### src/rtl/cnn_fmap_mem_arbiter.sv
// cnn_fmap_mem_arbiter: shares one feature-map SRAM port among the CNN layer engines in bounded bursts.
// Ports: CNN_Arb_CLOCK_50 clock, CNN_Arb_RESET_InLow async active-low reset;
//   per-requester Req/Last/WrEn and flattened Addr/WrData in; SRAM En/WrEn/Addr/WrData out,
//   SRAM read data in and passed through on RdData_Out with a one-hot RdValid_Out one cycle after a read beat;
//   Grant_Out one-hot owner, Busy_Out high during a burst.
// Define CNN_ARB_ROUND_ROBIN_EN for round-robin arbitration; otherwise the lowest requesting index wins.
module cnn_fmap_mem_arbiter #(
  parameter int NUM_REQ   = 5,
  parameter int ADDR_W    = 12,
  parameter int DATA_W    = 8,
  parameter int MAX_BURST = 16
) (
  input  logic                      CNN_Arb_CLOCK_50,
  input  logic                      CNN_Arb_RESET_InLow,
  input  logic [NUM_REQ-1:0]        CNN_Arb_Req_InHigh,
  input  logic [NUM_REQ-1:0]        CNN_Arb_Last_InHigh,
  input  logic [NUM_REQ*ADDR_W-1:0] CNN_Arb_Addr_In,
  input  logic [NUM_REQ-1:0]        CNN_Arb_WrEn_In,
  input  logic [NUM_REQ*DATA_W-1:0] CNN_Arb_WrData_In,
  input  logic [DATA_W-1:0]         CNN_Arb_Mem_RdData_In,
  output logic [NUM_REQ-1:0]        CNN_Arb_Grant_Out,
  output logic                      CNN_Arb_Mem_En_Out,
  output logic                      CNN_Arb_Mem_WrEn_Out,
  output logic [ADDR_W-1:0]         CNN_Arb_Mem_Addr_Out,
  output logic [DATA_W-1:0]         CNN_Arb_Mem_WrData_Out,
  output logic [DATA_W-1:0]         CNN_Arb_RdData_Out,
  output logic [NUM_REQ-1:0]        CNN_Arb_RdValid_Out,
  output logic                      CNN_Arb_Busy_Out
);
  localparam int OW = NUM_REQ > 1 ? $clog2(NUM_REQ) : 1;
  localparam int CW = $clog2(MAX_BURST + 1);
  typedef enum logic {ST_IDLE, ST_BURST} state_t;
  state_t state, state_nx;
  logic [NUM_REQ-1:0] grant_nx, rd_valid_nx;
  logic [OW-1:0] owner, owner_nx, win;
  logic [CW-1:0] cnt, cnt_nx;
  logic found, beat, burst_end;
`ifdef CNN_ARB_ROUND_ROBIN_EN
  logic [OW-1:0] ptr;
  always_comb begin
    win = '0;
    found = 1'b0;
    for (int i = 1; i <= NUM_REQ; i++)
      if (!found && CNN_Arb_Req_InHigh[(int'(ptr) + i) % NUM_REQ]) begin
        found = 1'b1;
        win = OW'((int'(ptr) + i) % NUM_REQ);
      end
  end
  always_ff @(posedge CNN_Arb_CLOCK_50 or negedge CNN_Arb_RESET_InLow)
    if (!CNN_Arb_RESET_InLow) ptr <= OW'(NUM_REQ - 1);
    else if (state == ST_IDLE && found) ptr <= win;
`else
  always_comb begin
    win = '0;
    found = 1'b0;
    for (int i = NUM_REQ - 1; i >= 0; i--)
      if (CNN_Arb_Req_InHigh[i]) begin
        found = 1'b1;
        win = OW'(i);
      end
  end
`endif
  assign beat = state == ST_BURST && CNN_Arb_Req_InHigh[owner];
  // The counter still holds the pre-beat count, so MAX_BURST-1 marks the final allowed beat.
  assign burst_end = beat && (CNN_Arb_Last_InHigh[owner] || cnt == CW'(MAX_BURST - 1));
  assign CNN_Arb_Mem_En_Out = beat;
  assign CNN_Arb_Mem_WrEn_Out = beat && CNN_Arb_WrEn_In[owner];
  assign CNN_Arb_Mem_Addr_Out = beat ? CNN_Arb_Addr_In[int'(owner)*ADDR_W +: ADDR_W] : '0;
  assign CNN_Arb_Mem_WrData_Out = beat ? CNN_Arb_WrData_In[int'(owner)*DATA_W +: DATA_W] : '0;
  assign CNN_Arb_RdData_Out = CNN_Arb_Mem_RdData_In;
  assign CNN_Arb_Busy_Out = state == ST_BURST;
  // Grant is one-hot on the owner during a burst, so it doubles as the read-valid vector.
  assign rd_valid_nx = beat && !CNN_Arb_WrEn_In[owner] ? CNN_Arb_Grant_Out : '0;
  always_comb begin
    state_nx = state;
    grant_nx = CNN_Arb_Grant_Out;
    owner_nx = owner;
    cnt_nx = cnt;
    if (state == ST_IDLE && found) begin
      state_nx = ST_BURST;
      grant_nx = NUM_REQ'(1) << win;
      owner_nx = win;
      cnt_nx = '0;
    end else if (beat) begin
      cnt_nx = cnt + 1'b1;
      state_nx = burst_end ? ST_IDLE : ST_BURST;
      grant_nx = burst_end ? '0 : CNN_Arb_Grant_Out;
    end
  end
  always_ff @(posedge CNN_Arb_CLOCK_50 or negedge CNN_Arb_RESET_InLow)
    if (!CNN_Arb_RESET_InLow) begin
      state <= ST_IDLE;
      CNN_Arb_Grant_Out <= '0;
      owner <= '0;
      cnt <= '0;
      CNN_Arb_RdValid_Out <= '0;
    end else begin
      state <= state_nx;
      CNN_Arb_Grant_Out <= grant_nx;
      owner <= owner_nx;
      cnt <= cnt_nx;
      CNN_Arb_RdValid_Out <= rd_valid_nx;
    end
endmodule

### config.mk
export PLATFORM = sky130hd
export DESIGN_NAME = cnn_fmap_mem_arbiter
export DESIGN_NICKNAME = d
export VERILOG_FILES = /design/src/rtl/cnn_fmap_mem_arbiter.sv
export SDC_FILE = /design/constraint.sdc
export NUM_CORES = 1
export LEC_CHECK = 0
export ABC_AREA = 1
export BUFFER_PORTS_ARGS = -buffer_cell sky130_fd_sc_hd__buf_4
export CAP_MARGIN = 20
export CORE_MARGIN = 4
export CORE_UTILIZATION = 43
export DETAILED_ROUTE_END_ITERATION = 16
export HOLD_SLACK_MARGIN = 0.06
export PLACE_DENSITY_LB_ADDON = 0.25
export SLEW_MARGIN = 15
export SYNTH_ARGS = -nofsm -noshare
export SYNTH_HDL_FRONTEND = slang
export SYNTH_SLANG_ARGS = --single-unit
### constraint.sdc
create_clock -name CNN_Arb_CLOCK_50 -period 2.81 [get_ports CNN_Arb_CLOCK_50]
set_input_delay 0.281 -clock CNN_Arb_CLOCK_50 [delete_from_list [all_inputs] [get_ports CNN_Arb_CLOCK_50]]
set_output_delay 0.281 -clock CNN_Arb_CLOCK_50 [all_outputs]
set_load 0.02 [all_outputs]
======== Word-level counts from Yosys, hierarchy flattened ========
Cells that the tools add are included.
storage, ports and cells
  bits in registers ....................... 19
  input bits .............................. 125
  output and inout bits ................... 41
  logic and storage cells ................. 50
operators by class
  add/subtract/negate cells ............... 1
  multiply operators ...................... 1
  order comparisons ....................... 1
  equality and inequality tests ........... 1
  shift operators ......................... 3
  multiplexer cells ....................... 27
  bitwise operators ....................... 1
  reduce and logical (&&, ||, !) cells .... 10
operator list
  cell                                                                          count
  60-bit by 8-bit variable part select with 12-bit output                       1
  40-bit by 7-bit variable part select with 8-bit output                        1
  5-bit 2-to-1 mux                                                              6
  3-bit 2-to-1 mux                                                              5
  12-bit 2-to-1 mux                                                             1
  1-bit 2-to-1 mux                                                              11
  1-bit binary-select mux with 3-bit select                                     3
  8-bit 2-to-1 mux                                                              1
  5-bit by 1-bit adder with 5-bit output, second input constant                 1
  5-bit by 4-bit equality test with 1-bit output, second input constant         1
  1-bit logical AND                                                             5
  3-bit by 2-bit multiplier with 5-bit output, second input constant            1
  1-bit by 3-bit << shifter with 5-bit output, first input constant             1
  3-bit by 4-bit less-than comparator with 1-bit output, second input constant  1
  2-bit nonzero test                                                            2
  2-bit AND reduction                                                           1
  1-bit logical NOT                                                             1
  1-bit logical OR                                                              1
  1-bit NOT                                                                     1

======== Logic depth before layout (Yosys ltp) ========
Gate-level depths: netlist of the first run.
  word-level depth ........................ 8
  depth in mapped cells ................... 9
  depth with buffers taken out ............ 9

======== Least setup slack after synthesis of the first run ========
No wires, ideal clock.
  kind .................................... register to output
  start point ............................. register owner[1]
  end point ............................... output port CNN_Arb_Mem_Addr_Out[0]
  data arrival time ....................... 1.509 ns
  data required time ...................... 2.529 ns
  setup slack ............................. 1.020 ns
  cell stages (with the launch flop) ...... 6
  buffers on the path ..................... 2
  cell sequence ........................... dfrtp_1 > buf_2 > nor2_4 > clkbuf_1 > a21oi_1 > nor3_1
between the ends
  word-level cells in the longest chain between the ends .. 4
  elaborated cells between the ends (all ways) .. 6
  those cells by class .................... 1 x mul; 1 x shift; 3 x mux; 1 x reduce/logical
ends and longest elaborated chain
  element                                                                                              RTL line  RTL
  start: declaration                                                                                   35        logic [OW-1:0] owner, owner_nx, win;
  start signal: assignment                                                                             100       owner <= owner_nx;
  parallel branches: the longest is 3 deep, another holds 3-bit by 2-bit multiplier with 5-bit output  --
  12-bit 2-to-1 mux (*)                                                                                68        assign CNN_Arb_Mem_Addr_Out = beat ? CNN_Arb_Addr_In[int'(owner)*ADDR_W +: ADDR_W] : '0;
  end: declaration                                                                                     24        output logic [ADDR_W-1:0] CNN_Arb_Mem_Addr_Out,
Every way passes the cells marked *. The select of a mux whose other input is x is not followed.

======== Worst setup path after layout of the first run ========
  start point ............................. register owner[1]
  end point ............................... output port CNN_Arb_Mem_WrData_Out[7]
between the ends
  word-level cells in the longest chain between the ends .. 4
  elaborated cells between the ends (all ways) .. 5
  those cells by class .................... 1 x shift; 3 x mux; 1 x reduce/logical
ends and longest elaborated chain
  element                                                                                                         RTL line  RTL
  parallel branches: the longest is 3 deep, another holds 40-bit by 7-bit variable part select with 8-bit output  --
  8-bit 2-to-1 mux (*)                                                                                            69        assign CNN_Arb_Mem_WrData_Out = beat ? CNN_Arb_WrData_In[int'(owner)*DATA_W +: DATA_W] : '0;
  end: declaration                                                                                                25        output logic [DATA_W-1:0] CNN_Arb_Mem_WrData_Out,
Marks and branches as above.

==> results.md, run 1 <==
* Outcome: completed
* Mean Syn Cell Area at 6.033 um2
* I/O pins at 166
* Average routed wire per standard cell at between 10 and 15 um
* Count of endpoints failing hold in the final timing report at 0
* Minimum clock period after layout at ~2400 ps
* Number of clock buffers inserted by TritonCTS at 3
* Slew Viols, Final at 0
* Number of detailed-routing iterations run before antenna repair at 4
* RSZ-0062 raised after global routing: false
* Cell area after synthesis at 0.002069 mm2
* Startpoint of the worst hold path: CNN_Arb_Req_InHigh[1]
* Residual overflow from global routing at 0
* Cell count of the worst reg-to-reg path at 8
* Number of flops mapped to enable cells by yosys at 0
* Routed wire length at between 7000 and 8000 um
* CTS Buffer Depth at 2
* Routability Congestion at 0.8517
* Most frequently used cell type in the post-synthesis netlist: sky130_fd_sc_hd__nand2_1
* Crit-path max FO at 26
* H-tree depth reported by CTS at 1
* Cell Pwr Density at 1063 mW/mm2
* Clock tree root buffer cell: sky130_fd_sc_hd__clkbuf_8
* Data required, critical path at around 2500 ps
* Die Y-Extent at 77.38 um
* Start of the worst register-to-register path: owner[1]
* Die Footprint at 0.005987 mm2
* Arrival time of the worst setup path at 2120 ps
* Number of nets in the synthesized netlist at 470
* Most numerous cell types in the synthesized netlist: 77 x sky130_fd_sc_hd__nand2_1, 52 x sky130_fd_sc_hd__nor2_1, 42 x sky130_fd_sc_hd__a21oi_1
* Iter 0 DRT Violations at 200
* # resized after CTS at 0
* TritonCTS clock tree: built
* Headroom to the max-slew limit at 0.6501
* Count of warnings emitted by yosys at 0
* Final setup margin at 406.1 ps
* Largest net degree at the start of global routing at 49
* Number of antenna violations at the first check in global routing at 0
* Critical path class: flip-flop to primary output
* Most used flip-flop cell after synthesis: sky130_fd_sc_hd__dfrtp_1
* Critical R2R Capture: CNN_Arb_Grant_Out[1]
* Net count reported at finish at 601
* Static Leakage at 1.683 nW
* Worst Setup End Kind: primary output
* Share of the synthesized area in the top cell type at 0.2297
* Length of routed met2 wiring at roughly 3900 um
* Detail Route Antenna Nets at 0
* CTS sink count at 19
* Maximum achievable frequency at 0.4160 GHz
* Number of setup violations in the final report at 0
* Effective utilization at floorplan at 0.4594
* Floorplan die width at 77.38 um
* Total number of vias at 2766
* Count of state elements after synthesis at 19
* Clock transition at path regs at 70 ps
* Cell types with the largest area share after synthesis: sky130_fd_sc_hd__dfrtp_1 23%, sky130_fd_sc_hd__nand2_1 14%, sky130_fd_sc_hd__a21oi_1 10%
* Routed length on met3 at 660 um
* Number of max-cap violations at 0
* Total negative slack for setup checks at 0 ps
* Maximum vdd drop at 0.6480 mV
* Highest signal layer in the routed design: met4
* Vias in the first global route at around 2600
* GR Util All Layers at 0.2454
* Type of origin of the critical path: flip-flop
* Worst Max-Slew Pin Slew at 524.8 ps
* Detailed-routing wirelength on met1 at 3199 um
* Detail Placement HPWL at 6047 um
* Capture endpoint of the worst hold path: CNN_Arb_Grant_Out[2]
* Count of unresolved DRC violations after routing at 0
* Class of the tightest hold or removal check: input pin to flip-flop
* First-pass GRT wire length at approximately 12000 um
* Cell count after synthesis at about 340
* Most area-hungry cell type in the Yosys netlist: sky130_fd_sc_hd__dfrtp_1
* Number of hold buffers added after CTS at 1
* Count of buffers from port buffering at 149
* Share of layout cells above drive strength 1 at 0.3869
* Clock skew at 3.612 ps
* Part of the Yosys area used for sequential elements at 0.2297
* Drt via density at 5.269
* Rows at 24
* Setup slack of the worst register-to-register path at 850 ps
* Synthesis-to-finish area growth at 53.69%
* Count of buffers added by post-CTS timing repair for setup at 0
* Post-synthesis async set-or-reset flop share at 1.000
* Crit share post-route at 0.8555
* Depth of the worst hold-timing path at 4
* Core Box Area at approximately 0.0045 mm2
* Distinct cells, synth at 31
* DP Worst Slack at 700.2 ps
* Source-to-sink clock delay at the later pin of the worst-skew pair at 250 ps
* # diodes at 0
-- layer usage --
metal,global-route usage,vias to the layer above
li1,-,1381
met1,0.3154,1233
met2,0.4361,142
met3,0.04282,10
met4,0.04270,0
met5,0,-
-- sequential cells by signal, summed over array words and instances (netlist names) --
| name | count |
|---|---|
| CNN_Arb_RdValid_Out | 5 |
| CNN_Arb_Busy_Out | 1 |
| cnt | 5 |
| CNN_Arb_Grant_Out | 5 |
| owner | 3 |
-- area by class of cell --
cell class | count | area, um2
Clock buffer | 4 | 45.04
Inverter | 24 | 92.59
Timing Repair Buffer | 157 | 1181
Tap cell | 52 | 65.06
Sequential cell | 19 | 475.5
Multi-Input combinational cell | 269 | 1321
Fill cell | 402 | 1324
-- report_power, final --
part | switching, W | internal, W | leakage [nW] | total, W
Sequential | 0.000102 | 0.000356 | 0.251 | 0.000458
Clock | 0.0000851 | 0.000101 | 0.0228 | 0.000186
Combinational | 0.00170 | 0.00104 | 1.41 | 0.00274
Total | 0.00189 | 0.00150 | 1.68 | 0.00338
-- cells in the final DEF (no fill, tap or decap), drive strengths merged, types with 2 or more instances in the layout --
cell    Yosys  routed
buf        18     156
nand2      79      79
nor2       53      53
a21oi      43      43
nand3      38      38
inv        24      24
o21ai      23      23
nor3       21      21
dfrtp      19      19
clkbuf     13       4
nand4       2       2
ha          2       2
-- worst max-delay path by stage --
stage	depth (start not counted)	from	to	slack, ps
3_5_place_dp	6	owner[1]	CNN_Arb_Mem_WrData_Out[7]	700
2_1_floorplan	5	owner[1]	CNN_Arb_Mem_Addr_Out[0]	1020
5_1_grt	6	owner[1]	CNN_Arb_Mem_WrData_Out[7]	280
3_3_place_gp	6	owner[1]	CNN_Arb_Mem_WrData_Out[7]	780
6_report	6	owner[1]	CNN_Arb_Mem_WrData_Out[7]	410
4_1_cts	6	owner[1]	CNN_Arb_Mem_WrData_Out[7]	420
-- cell families (layout without fill, tap and decap cells) --
| kind of cell | Yosys count | in the layout | synth area share |
|---|---|---|---|
| AOI/OAI and AO/OA | 70 | 70 | 0.1747 |
| xor gates and xnor gates | 1 | 1 | 0.004233 |
| adders and majority gates | 2 | 2 | 0.01209 |
| buffers and inverters | 55 | 185 | 0.1318 |
| DFF | 19 | 19 | 0.2297 |
| and+or+nand+nor | 196 | 196 | 0.4474 |
-- through the flow --
step	utilization	hold WS [ps]	instances	power, W	area, um2
global route	0.7061	371.5	525	0.003632	3181
detailed placement	0.6939	166.2	520	0.003180	3126
global placement	0.6939	161.5	520	0.003131	3126
CTS	0.7061	335.6	525	0.003371	3181
finish	0.7061	341.3	525	0.003381	3181
floorplan	-	-14.59	343	0.002329	2069
-- worst max-delay path, cell delays in order, from the launching register on --
cell and delay (ps):
sky130_fd_sc_hd__dfrtp_1 670, sky130_fd_sc_hd__buf_4 290, sky130_fd_sc_hd__nand3_1 110, sky130_fd_sc_hd__nand3_2 100, sky130_fd_sc_hd__nand2_4 230, sky130_fd_sc_hd__nor3_1 280, sky130_fd_sc_hd__buf_4 180
Note: power is estimated with default switching activity, not from simulation.
==> run 2: changes to the inputs <==
Settings changed: RECOVER_POWER set to 25.
==> results.md, run 2 (synthesis results as in run 1) <==
* DP Worst Slack at 700.2 ps
* Number of detailed-routing iterations run before antenna repair at 5
* Clock skew at 3.578 ps
* Headroom to the max-slew limit at 0.3440
* Largest net degree at the start of global routing at 49
* Count of buffers added by post-CTS timing repair for setup at 0
* Iter 0 DRT Violations at 200
* First-pass GRT wire length at ~12000 um
* Drt via density at 5.278
* Type of origin of the critical path: flip-flop
* Arrival time of the worst setup path at 2120 ps
* Count of unresolved DRC violations after routing at 0
* Worst Setup End Kind: primary output
* Number of antenna violations at the first check in global routing at 0
* CTS sink count at 19
* Number of clock buffers inserted by TritonCTS at 3
* Number of hold buffers added after CTS at 1
* Worst Max-Slew Pin Slew at 984.0 ps
* Share of layout cells above drive strength 1 at 0.3848
* Cell count of the worst reg-to-reg path at 8
* Clock tree root buffer cell: sky130_fd_sc_hd__clkbuf_8
* Count of endpoints failing hold in the final timing report at 0
* Routed wire length at 7845 um
* H-tree depth reported by CTS at 1
* Die Footprint at around 0.0060 mm2
* Most common cell after layout, fill and taps aside: sky130_fd_sc_hd__buf_4
* Minimum clock period after layout at approximately 2400 ps
* Average routed wire per standard cell at 14.94 um
* Core Box Area at 0.004504 mm2
* Detail Placement HPWL at 6047 um
* Cell Pwr Density at between 1000 and 1500 mW/mm2
* Cell area after layout at roughly 0.0032 mm2
* RSZ-0062 raised after global routing: false
* Commonest cells after routing, fill and taps aside: 155 x sky130_fd_sc_hd__buf_4, 77 x sky130_fd_sc_hd__nand2_1, 52 x sky130_fd_sc_hd__nor2_1
* Number of max-cap violations at 0
* Slew Viols, Final at 0
* Residual overflow from global routing at 0
* Number of placed instances with taps included at 520
* Depth of the worst hold-timing path at 4
* Total negative slack for setup checks at 0 ps
* Post-DP Area at between 0.003 and 0.004 mm2
* Clock transition at path regs at 70 ps
* TritonCTS clock tree: built
* Total number of vias at roughly 2800
* Die Y-Extent at 77.38 um
* Top Registers: CNN_Arb_Grant_Out: 5 flops, CNN_Arb_RdValid_Out: 5 flops, cnt: 5 flops
* Utilization after layout at 0.7053
* Outcome: completed
* Maximum achievable frequency at 0.4160 GHz
* Class of the tightest hold or removal check: input pin to flip-flop
* Number of setup violations in the final report at 0
* Floorplan die width at 77.38 um
* Effective utilization at floorplan at 0.4594
* Final setup margin at 406.0 ps
* Data required, critical path at 2530 ps
* Source-to-sink clock delay at the later pin of the worst-skew pair at 250 ps
* Synthesis-to-finish area growth at 53.51%
* Rows at 24
* # diodes at 0
* Net count reported at finish at 601
* Static Leakage at 1.679 nW
* Crit share post-route at 0.8555
* Detail Route Antenna Nets at 0
* I/O pins at 166
* GR Util All Layers at 0.2454
* Count of buffers from port buffering at between 100 and 150
* # resized after CTS at 0
* Critical path class: flip-flop to primary output
* CTS Buffer Depth at 2
* Maximum vdd drop at 0.6516 mV
* Crit-path max FO at 26
* Routability Congestion at around 0.85
* Final standard cell count with taps included and fillers excluded at ~530
* Vias in the first global route at 2605
## run 2: routing by layer
metal	track usage	wire, um	up-vias	part of all wire
li1	-	-	1380	-
met1	0.3154	3253	1241	0.41
met2	0.4361	3910	140	0.50
met3	0.04282	610	10	0.078
met4	0.04270	71	0	0.0091
met5	0	0	-	0
## run 2: worst max-delay path: stages, from the launching register on
cell and delay [ps]:
sky130_fd_sc_hd__dfrtp_1 670, sky130_fd_sc_hd__buf_4 290, sky130_fd_sc_hd__nand3_1 110, sky130_fd_sc_hd__nand3_2 100
sky130_fd_sc_hd__nand2_4 240, sky130_fd_sc_hd__nor3_1 280, sky130_fd_sc_hd__buf_4 180
## run 2: cell type report
| type | instances | area, um2 |
|---|---|---|
| multi-input combinational | 269 | 1321 |
| timing repair buffer | 157 | 1177 |
| tap | 52 | 65.06 |
| clock buffer | 4 | 45.04 |
| inverter | 24 | 92.59 |
| fill | 404 | 1328 |
| sequential | 19 | 475.5 |
## run 2: path summary, 6_finish.rpt
kind / slack, ps / from / end
worst min register to register: 510 / cnt[0] / cnt[0]
worst max-delay path: 410 / owner[1] / CNN_Arb_Mem_WrData_Out[7]
max in group asynchronous: 1510 / CNN_Arb_RESET_InLow / cnt[2]
worst max register to register: 850 / owner[1] / CNN_Arb_Grant_Out[1]
min in group asynchronous: 710 / CNN_Arb_RESET_InLow / CNN_Arb_Grant_Out[3]
worst min-delay path: 340 / CNN_Arb_Req_InHigh[1] / CNN_Arb_Grant_Out[2]
## run 2: through the flow
step	total power [W]	hold slack, ps
2_1_floorplan	0.002329	-14.59
3_3_place_gp	0.003131	161.5
3_5_place_dp	0.003180	166.2
4_1_cts	0.003371	335.6
5_1_grt	0.003631	371.5
6_report	0.003382	341.3
## run 2: where the power goes
part | total (W) | internal (W) | switching (W)
logic | 0.00274 | 0.00104 | 0.00170
clock network | 0.000186 | 0.000101 | 0.0000851
registers | 0.000458 | 0.000356 | 0.000102
==> run 3: changes to the inputs <==
Clock period 2.81 ns to 2.8 ns, I/O delays scaled along.
==> results.md, run 3 (synthesis results as in run 1) <==
* Number of setup violations in the final report at 0
* Routed wire length at 7814 um
* Core Box Area at 0.004504 mm2
* Worst Hold Slack at 341.7 ps
* Average routed wire per standard cell at 14.88 um
* Minimum clock period after layout at about 2400 ps
* Class of the tightest hold or removal check: input pin to flip-flop
* Drt via density at 5.303
* Most common cell after layout, fill and taps aside: sky130_fd_sc_hd__buf_4
* Worst Setup End Kind: primary output
* Sw power at 0.001881 W
* Share of layout cells above drive strength 1 at 0.3848
* Crit share post-route at 0.8504
* Count of buffers added by post-CTS timing repair for setup at 0
* Crit-path most repeated cell: sky130_fd_sc_hd__buf_4
* Total number of vias at 2784
* Utilization after layout at 0.7053
* Source-to-sink clock delay at the later pin of the worst-skew pair at 250 ps
* Cell Pwr Density at 1064 mW/mm2
* Critical Path Slowest Stage Cell: sky130_fd_sc_hd__dfrtp_1
* Rows at 24
* Die Footprint at between 0.005 and 0.006 mm2
* Commonest cells after routing, fill and taps aside: 155 x sky130_fd_sc_hd__buf_4, 77 x sky130_fd_sc_hd__nand2_1, 52 x sky130_fd_sc_hd__nor2_1
* Iter 0 DRT Violations at 209
* Residual overflow from global routing at 0
* Detail Route Antenna Nets at 0
* Number of max-cap violations at 0
* Ordered cell list for the critical path: buf_4, nand3_1, nand3_2, nand2_4, nor3_1, buf_4
* Clock transition at path regs at 70 ps
* RSZ-0062 raised after global routing: false
* First-pass GRT wire length at 12300 um
* H-tree depth reported by CTS at 1
* Die Y-Extent at 77.38 um
* Total negative slack for setup checks at 0 ps
* Crit-path max FO at 26
* Maximum vdd drop at 0.9299 mV
* Detail Placement HPWL at 6044 um
* # resized after CTS at 0
* # diodes at 0
* Floorplan die width at roughly 77 um
* Proportion of total power due to net switching at 0.5564
* I/O pins at roughly 170
* Static Leakage at 1.679 nW
* GR Util All Layers at 0.2468
* Count of endpoints failing hold in the final timing report at 0
* Outcome: completed
* Data required, critical path at 2520 ps
* Largest net degree at the start of global routing at 49
* Number of clock buffers inserted by TritonCTS at 3
* Clock skew at 1.961 ps
* Top Registers: CNN_Arb_Grant_Out: 5 flops, CNN_Arb_RdValid_Out: 5 flops, cnt: 5 flops
* Buffer and inverter count on the worst path at 2
* CTS Buffer Depth at 2
* Share of total power in sequential cells at 0.135
* Slew Viols, Final at 0
* Routability Congestion at between 0.8 and 0.9
* Largest stage delay, worst path at 670 ps
* Type of origin of the critical path: flip-flop
* Net count reported at finish at approximately 600
* CTS sink count at 19
* Maximum achievable frequency at 0.4200 GHz
* Gate power share at 0.809
* Vias in the first global route at 2579
* Arrival time of the worst setup path at about 2100 ps
* TritonCTS clock tree: built
* Worst Max-Slew Pin Slew at 989.2 ps
* Power, Total at 0.003381 W
* Family of cells with the greatest summed delay on the critical path: simple AND/OR/NAND/NOR gates
* Critical path class: flip-flop to primary output
* Effective utilization at floorplan at 0.4594
* Count of buffers from port buffering at 149
* Count of unresolved DRC violations after routing at 0
* Clock Power Share at 0.055
* Number of antenna violations at the first check in global routing at 0
* Clock tree root buffer cell: sky130_fd_sc_hd__clkbuf_8
* Number of detailed-routing iterations run before antenna repair at 5
* Synthesis-to-finish area growth at 53.51%
* Headroom to the max-slew limit at 0.3405
* P_int at 0.001500 W
[run 3: cell counts in the layout (fill, tap and decap cells not counted)]
Identical to the previous run, type by type.
[run 3: cell type report]
type,instances,area (um2)
repair buffers,157,1177
clock buffers,4,45.04
multi-input cells,269,1321
flip-flops and latches,19,475.5
well taps,52,65.06
inverters,24,92.59
fillers,376,1328
[run 3: repair_timing]
action / 4_1_cts / 5_1_grt
setup endpoints to repair: 0 / 0
hold endpoints to repair: 19 / 0
hold buffers: 1 / 0
[run 3: routing by layer]
layer | track usage | up-vias | part of all wire
met3 | 0.03935 | 10 | 0.090
met2 | 0.4257 | 147 | 0.50
met1 | 0.3283 | 1249 | 0.40
met4 | 0.04804 | 0 | 0.015
li1 | - | 1378 | -
met5 | 0 | - | 0
[run 3: power groups by stage]
stage | combinational, W | clock, W | sequential (W)
3_3_place_gp | 0.00268 | 0 | 0.000458
4_1_cts | 0.00274 | 0.000186 | 0.000456
2_1_floorplan | 0.00188 | 0 | 0.000462
5_1_grt | 0.00299 | 0.000201 | 0.000469
3_5_place_dp | 0.00273 | 0 | 0.000461
6_report | 0.00274 | 0.000187 | 0.000457
[run 3: tightest hold or removal path: cells and delay by family]
family,cells,cell delay [ps]
and+or+nand+nor,3,180
buffers and inverters,1,100
[run 3: final timing paths]
kind / from / endpoint / slack, ps / cells after the start
max: owner[1] / CNN_Arb_Mem_WrData_Out[7] / 420 / 6
min: CNN_Arb_Req_InHigh[1] / CNN_Arb_Grant_Out[2] / 340 / 4
max reg2reg: owner[1] / CNN_Arb_Grant_Out[1] / 850 / 8
min reg2reg: cnt[0] / cnt[0] / 510 / 1
max in group asynchronous: CNN_Arb_RESET_InLow / cnt[0] / 1500 / 2
min in group asynchronous: CNN_Arb_RESET_InLow / CNN_Arb_RdValid_Out[0] / 710 / 2
[run 3: metrics by stage]
stage | cell area, um2 | worst slack [ps] | std cells
3_5_place_dp | 3126 | 701.6 | 520
2_1_floorplan | 2069 | 1011 | 343
6_report | 3177 | 418.8 | 525
5_1_grt | 3177 | 298.1 | 525
4_1_cts | 3181 | 426.1 | 525
3_3_place_gp | 3126 | 768.4 | 520
